$ cat config.mk
export PLATFORM = sky130hd
export DESIGN_NAME = fetch_unit
export DESIGN_NICKNAME = d
export VERILOG_FILES = /design/src/rtl/cpu_pkg.sv /design/src/rtl/instr_field_decode.sv /design/src/rtl/fetch_unit.sv
export SDC_FILE = /design/constraint.sdc
export NUM_CORES = 1
export LEC_CHECK = 0
export CAP_MARGIN = 10
export CORE_MARGIN = 4
export CORE_UTILIZATION = 46
export DETAILED_ROUTE_END_ITERATION = 6
export PLACE_DENSITY = 0.95
export SLEW_MARGIN = 20
export SYNTH_ARGS = -nofsm -noshare
export SYNTH_HDL_FRONTEND = slang
export SYNTH_SLANG_ARGS = --single-unit
export TNS_END_PERCENT = 30
$ cat constraint.sdc
create_clock -name clk -period 2.66 [get_ports clk]
set_input_delay 0.399 -clock clk [delete_from_list [all_inputs] [get_ports clk]]
set_output_delay 0.399 -clock clk [all_outputs]
set_load 0.005 [all_outputs]
$ cat src/rtl/cpu_pkg.sv
// Shared CPU definitions: opcodes, instruction field positions, ALU operators, fetch states.
package cpu_pkg;

    localparam int INSTR_W   = 16;
    localparam int OPCODE_W  = 4;
    localparam int REG_W     = 4;
    localparam int IMMED_W   = 8;

    localparam int OPCODE_LSB = 12;
    localparam int OP1_LSB    = 8;
    localparam int OP2_LSB    = 4;
    localparam int OP3_LSB    = 0;
    localparam int IMMED_LSB  = 0;

    localparam logic [OPCODE_W-1:0] OP_ADD   = 4'h0;
    localparam logic [OPCODE_W-1:0] OP_ADDI  = 4'h1;
    localparam logic [OPCODE_W-1:0] OP_SUB   = 4'h2;
    localparam logic [OPCODE_W-1:0] OP_SUBI  = 4'h3;
    localparam logic [OPCODE_W-1:0] OP_MULT  = 4'h4;
    localparam logic [OPCODE_W-1:0] OP_SW    = 4'h5;
    localparam logic [OPCODE_W-1:0] OP_LW    = 4'h6;
    localparam logic [OPCODE_W-1:0] OP_RSVD7 = 4'h7;
    localparam logic [OPCODE_W-1:0] OP_NAND  = 4'h8;
    localparam logic [OPCODE_W-1:0] OP_DIV   = 4'h9;
    localparam logic [OPCODE_W-1:0] OP_MOD   = 4'hA;
    localparam logic [OPCODE_W-1:0] OP_ROTL  = 4'hB;
    localparam logic [OPCODE_W-1:0] OP_BLE   = 4'hC;
    localparam logic [OPCODE_W-1:0] OP_BGE   = 4'hD;
    localparam logic [OPCODE_W-1:0] OP_BEQ   = 4'hE;
    localparam logic [OPCODE_W-1:0] OP_J     = 4'hF;

    typedef enum logic [2:0] {
        ALU_ADD  = 3'd0,
        ALU_SUB  = 3'd1,
        ALU_MULT = 3'd2,
        ALU_NAND = 3'd3,
        ALU_DIV  = 3'd4,
        ALU_MOD  = 3'd5,
        ALU_ROTL = 3'd6,
        ALU_PASS = 3'd7
    } alu_op_t;

    typedef enum logic [1:0] {
        FS_IDLE  = 2'd0,
        FS_FETCH = 2'd1,
        FS_HOLD  = 2'd2
    } fetch_state_t;

endpackage

$ cat src/rtl/instr_field_decode.sv
// Pure combinational split of an instruction word into its fields; zero latency, no flow control.
module instr_field_decode
    import cpu_pkg::*;
(
    input  logic [INSTR_W-1:0]  ir,
    output logic [OPCODE_W-1:0] op_code,
    output logic [REG_W-1:0]    op1,
    output logic [REG_W-1:0]    op2,
    output logic [REG_W-1:0]    op3,
    output logic [IMMED_W-1:0]  immed
);

    assign op_code = ir[OPCODE_LSB +: OPCODE_W];
    assign op1     = ir[OP1_LSB    +: REG_W];
    assign op2     = ir[OP2_LSB    +: REG_W];
    assign op3     = ir[OP3_LSB    +: REG_W];
    // Immediate is left raw; sign extension belongs to the consumer.
    assign immed   = ir[IMMED_LSB  +: IMMED_W];

endmodule

$ cat src/rtl/fetch_unit.sv
// Instruction fetch: PC, imem req/ack, registered IR presented over valid/ready; redirect wins everywhere.
// One instruction per 2 cycles at best; while an instruction is held unaccepted no new fetch is issued.
module fetch_unit
    import cpu_pkg::*;
#(
    parameter int                    ADDR_WIDTH     = 16,
    parameter int                    INSTR_WIDTH    = 16,
    parameter logic [ADDR_WIDTH-1:0] RESET_PC       = '0,
    parameter int                    OPCODE_WIDTH   = 4,
    parameter int                    REG_ADDR_WIDTH = 4
) (
    input  logic                      clk,
    input  logic                      rst,
    output logic                      imem_req,
    output logic [ADDR_WIDTH-1:0]     imem_addr,
    input  logic                      imem_ack,
    input  logic [INSTR_WIDTH-1:0]    imem_rdata,
    input  logic                      redirect,
    input  logic [ADDR_WIDTH-1:0]     redirect_pc,
    output logic                      instr_valid,
    input  logic                      instr_ready,
    output logic [OPCODE_WIDTH-1:0]   op_code,
    output logic [REG_ADDR_WIDTH-1:0] op1,
    output logic [REG_ADDR_WIDTH-1:0] op2,
    output logic [REG_ADDR_WIDTH-1:0] op3,
    output logic [7:0]                immed,
    output logic [ADDR_WIDTH-1:0]     instr_pc,
    output logic [ADDR_WIDTH-1:0]     pc
);

    fetch_state_t           state_q, state_d;
    logic [ADDR_WIDTH-1:0]  pc_q, pc_d;
    logic [ADDR_WIDTH-1:0]  instr_pc_q, instr_pc_d;
    logic [INSTR_WIDTH-1:0] ir_q, ir_d;
    logic                   instr_valid_q, instr_valid_d;

    always_ff @(posedge clk or negedge rst) begin
        if (!rst) begin
            state_q       <= FS_IDLE;
            pc_q          <= RESET_PC;
            instr_pc_q    <= '0;
            ir_q          <= '0;
            instr_valid_q <= 1'b0;
        end else begin
            state_q       <= state_d;
            pc_q          <= pc_d;
            instr_pc_q    <= instr_pc_d;
            ir_q          <= ir_d;
            instr_valid_q <= instr_valid_d;
        end
    end

    always_comb begin
        state_d       = state_q;
        pc_d          = pc_q;
        instr_pc_d    = instr_pc_q;
        ir_d          = ir_q;
        instr_valid_d = instr_valid_q;
        imem_req      = 1'b0;

        unique case (state_q)
            FS_IDLE: begin
                if (redirect) pc_d = redirect_pc;
                state_d = FS_FETCH;
            end
            FS_FETCH: begin
                imem_req = 1'b1;
                // A redirect discards any data returned in the same cycle.
                if (redirect) begin
                    pc_d = redirect_pc;
                end else if (imem_ack) begin
                    ir_d          = imem_rdata;
                    instr_pc_d    = pc_q;
                    pc_d          = pc_q + ADDR_WIDTH'(1);
                    instr_valid_d = 1'b1;
                    state_d       = FS_HOLD;
                end
            end
            FS_HOLD: begin
                if (redirect) begin
                    pc_d          = redirect_pc;
                    instr_valid_d = 1'b0;
                    state_d       = FS_FETCH;
                end else if (instr_valid_q && instr_ready) begin
                    instr_valid_d = 1'b0;
                    state_d       = FS_FETCH;
                end
            end
            default: begin
                state_d       = FS_IDLE;
                instr_valid_d = 1'b0;
            end
        endcase
    end

    assign imem_addr   = pc_q;
    assign pc          = pc_q;
    assign instr_pc    = instr_pc_q;
    assign instr_valid = instr_valid_q;

    instr_field_decode u_decode (
        .ir      (ir_q),
        .op_code (op_code),
        .op1     (op1),
        .op2     (op2),
        .op3     (op3),
        .immed   (immed)
    );

endmodule

* After elaboration in Yosys (flattened, before gate mapping) *
Cells that the tools add are included.

word-level totals
  register bits after elaboration = 51
  input bits = 37
  output and inout bits = 74
  logic and storage cells = 38

operators by class
  $add $sub $neg = 1
  equal/unequal tests = 7
  mux-type cells = 15
  bitwise operators = 2
  reductions and logical operators = 8

operators by type and width
  kind                   number
  $mux 16                3
  $pmux 16 s2            1
  $add 16x1->16 const B  1
  $reduce_and 3->1       3
  $mux 2                 4
  $ne 3x3->1 const B     2
  $pmux 2 s3             1
  $mux 1                 5
  $ne 2x2->1 const B     2
  $reduce_and 4->1       1
  $pmux 1 s3             1
  $eq 2x1->1 const B     1
  $eq 2x2->1 const B     1
  $logic_not 2->1        1
  $ne 2x1->1 const B     1
  $not 1->1              2
  $reduce_bool 2->1      1
  $reduce_or 2->1        1
  $logic_and 1x1->1      1

* Depth between registers and ports, before layout *
  depth after elaboration = 4
  gate-level depth with buffers = 7

* By module *
From an unflattened synthesis, not the netlist that was laid out.

second synthesis, totals
  cell total of the unflattened synthesis = 254
  area, all modules = 2703.8 µm²

by module, submodules not included
  module              times used  cells an instance  area each (µm²)
  fetch_unit          1           230                2523.7
  instr_field_decode  1           24                 180.2

* Least setup slack after synthesis *
No wires, ideal clock.

  path type = in2reg
  from = input redirect
  to = register ir_q[10]
  arrival time = 1.537 ns
  data required time = 2.535 ns
  slack = 0.998 ns
  stages = 5
  buffers on the path = 2
  path through = buf_6 -> nand2b_4 -> nor3b_4 -> buf_4 -> mux2_2

between the ends
  longest elaborated chain between the ends = 2

RTL lines
  element                            line              text
  from (decl)                        fetch_unit.sv:18  input logic redirect,
  $not 1->1 (no source line)         -
  $reduce_and 3->1 (no source line)  -
  to (signal assigned)               fetch_unit.sv:48  ir_q <= ir_d;
  to (decl)                          fetch_unit.sv:34  logic [INSTR_WIDTH-1:0] ir_q, ir_d;

Every way passes these cells.
A chain may end at the register's enable or synchronous reset.

* Final worst setup path *
  from = register pc_q[0] (netlist: imem_addr[0])
  to = register pc_q[12] (netlist: imem_addr[12])

between the ends
  longest elaborated chain between the ends = 4

RTL lines
  element                 line              text
  from (decl)             fetch_unit.sv:32  logic [ADDR_WIDTH-1:0] pc_q, pc_d;
  from (signal assigned)  fetch_unit.sv:46  pc_q <= pc_d;
  $add 16x1->16           fetch_unit.sv:74  pc_d = pc_q + ADDR_WIDTH'(1);
  $mux 16                 fetch_unit.sv:71  end else if (imem_ack) begin
  $mux 16                 fetch_unit.sv:69  if (redirect) begin
  $pmux 16 s2             fetch_unit.sv:61  unique case (state_q)

Every way passes these cells. The select of a mux whose other input is x is not followed.

==> impl_metrics.tcl <==
set metrics [dict create \
    final_antenna_net_count 0 \
    peakVddDrop_v 0.000472 \
    slew_viol_final 0 \
    synth_top_family_by_area "simple AND/OR/NAND/NOR gates" \
    port_buffers 110 \
    finClkSkew_ps 3.67 \
    intPower_uw 2230 \
    yosys.area_share.simple_pct 13.8 \
    grt_use_total_pct 20.7 \
    combPwrFrac_pct 43.0 \
    overflow 0 \
    die_w_um 82.9 \
    drive_gt1_share_pct 16.0 \
    status "finished, final reports clean" \
    fin_crit_ps 2010 \
    post-dp-hpwl_mm 5.24 \
    tns_ps 0 \
    switching_share_pct 30.7 \
    die_area_um2 6880 \
    synth-seq-cells 51 \
    cts_max_level 2 \
    power.switching_uw 990 \
    setup_violations 0 \
    synth_mux_area_share_pct 13.1 \
    r2r_cells 5 \
    post_cts_resize_count 0 \
    setup_slack_ps 649 \
    synth_edf_count 0 \
    syn_area_um2 2580 \
    holdBufCountCts 0 \
    total_leakage_power_uw 0.00148 \
    synth_fp_nets 276 \
    place_congestion 0.834 \
    timing.slew.headroom_pct 46.9 \
    coreArea_um2 5470 \
    areaGrowthSynthToFinish_pct 42.3 \
    dp_cells 390 \
    synthAdderAreaFrac_pct 0.484 \
    required_ps 2860 \
    grt_pass1_wl_mm 11.6 \
    clk_latency_ps 310 \
    synth-xor-area-share_pct 0 \
    synth-async-reset-ratio_pct 100 \
    ys_seq_area_share_pct 49.4 \
    synth_compound_area_share_pct 12.8 \
    vias 2253 \
    hold_viol 0 \
    tightest_slew_ps 797 \
    start_kind "flip-flop" \
    timing.final.crit_share_pct 75.6 \
    clock_power_share_pct 16.5 \
    pin_count 111 \
    grt_pass1_vias 2195 \
    cts_tree "done" \
    cts_setup_buffers 0 \
    num-fill-cells 387 \
    worstSetupPathType "reg -> reg" \
    die_y_um 82.9 \
    cp-end-kind "flip-flop" \
    final_cell_mix "109 x clkdlybuf4s50_1, 51 x dfrtp_1, 30 x mux2_2" \
    firstDrtPassIters 4 \
    clkTransAtPathRegs_ps 90 \
    viasPerCell 5.68 \
    nets 363 \
    synth_warnings 0 \
    sequentialPowerShare_pct 40.5 \
    grt_start_max_net_pins 37 \
    drcViolationCount 0 \
    critical_path_peak_fanout 8 \
    rows 27 \
    wl_per_cell_um 17.9 \
    ys.flop_type "dfrtp_1" \
    cts_buffer_depth 2 \
    rsz0062_at_grt "no" \
    hold_class "in -> async" \
    cts_buffers 5 \
    cp_data_arrival_time_ps 2210 \
    syn_area_per_cell_um2 10.9 \
    stdcell_count 397 \
    clock-root-buffer "clkbuf_8" \
    cellPowerDensity_nw_per_um2 876 \
    final_common_cell "clkdlybuf4s50_1" \
    syn_inst 238 \
    fmax_mhz 497 \
    ys_types 41 \
    antenna_found_initial 0 \
    maxCapViolations 0 \
    finalPower_uw 3220 \
    cts_sinks 51 \
    drtIter0Drc 135 \
    place_ws_ps 511 \
    routed_wl_mm 7.11 \
    diodes 0 \
    initial_core_util_pct 47.2 \
]
-- cell families (layout without fill, tap and decap cells) --
kind of cell,after synthesis,count (layout)
AOI/OAI and AO/OA,52,52
adders and majority gates,1,1
buffers and inverters,42,129
DFF,51,51
muxes,30,30
and+or+nand+nor,62,62
-- area by class of cell --
class	instances	area, µm²	area share [%]
tap	72	90.1	2.45
clock buffer	5	68.8	1.87
sequential	51	1280	34.7
clock inverter	2	37.5	1.02
inverter	5	18.8	0.510
multi-input combinational	145	1040	28.2
timing repair buffer	117	1150	31.2
-- final timing paths --
kind | startpoint | endpoint | slack [ps]
max | imem_addr[0]$_DFFE_PN0P_ | imem_addr[12]$_DFFE_PN0P_ | 650
min | rst | instr_pc[5]$_DFFE_PN0P_ | 170
max reg2reg | imem_addr[0]$_DFFE_PN0P_ | imem_addr[12]$_DFFE_PN0P_ | 650
min reg2reg | instr_pc[1]$_DFFE_PN0P_ | instr_pc[1]$_DFFE_PN0P_ | 510
max in group asynchronous | rst | ir_q[9]$_DFFE_PN0P_ | 1780
min in group clk | instr_pc[1]$_DFFE_PN0P_ | instr_pc[1]$_DFFE_PN0P_ | 510
-- synthesized netlist by cell type, types with 4 or more instances --
library cell / number / area, µm²
a21oi_1: 18 / 90.1
a31oi_1: 4 / 25.0
buf_2: 6 / 30.0
buf_4: 26 / 195
dfrtp_1: 51 / 1280
inv_1: 5 / 18.8
mux2_2: 30 / 338
nand2_1: 19 / 71.3
nand3_1: 8 / 40.0
nand4_1: 4 / 25.0
nor2_1: 10 / 37.5
o21ai_0: 8 / 40.0
o22ai_1: 5 / 31.3
-- state kept, by name, indices dropped and copies added, names as in the netlist --
name         count
imem_addr       16
instr_pc        16
ir_q            16
state_q          2
instr_valid      1
-- power groups by stage --
stage	sequential [µW]	combinational [µW]	clock [µW]
floorplan	1270	608	0
global placement	1290	1350	0
detailed placement	1320	1390	0
CTS	1300	1400	538
global route	1350	1480	572
finish	1300	1380	533
-- critical path, stage by stage, from the launching register on --
cell     delay, ps
dfrtp_1        480
ha_1           270
nand4_1        330
nor4_1         480
a31oi_1        150
o22a_1         190
-- per-stage QoR --
stage | cell area, µm² | util [%] | hold slack [ps]
finish | 3680 | 67.2 | 169
global route | 3680 | 67.2 | 231
CTS | 3680 | 67.2 | 191
detailed placement | 3570 | 65.2 | 485
global placement | 3570 | 65.2 | 476
floorplan | 2580 | - | 103
-- metal layers --
metal  track usage, %  vias up  part of all wire [%]
met4             5.05        0                   1.3
met1             26.8     1071                    41
li1                 -     1013                     -
met3             7.34        9                   9.5
met5                0        -                     0
met2             33.2      160                    48
Power figures use the tool's default switching activity.
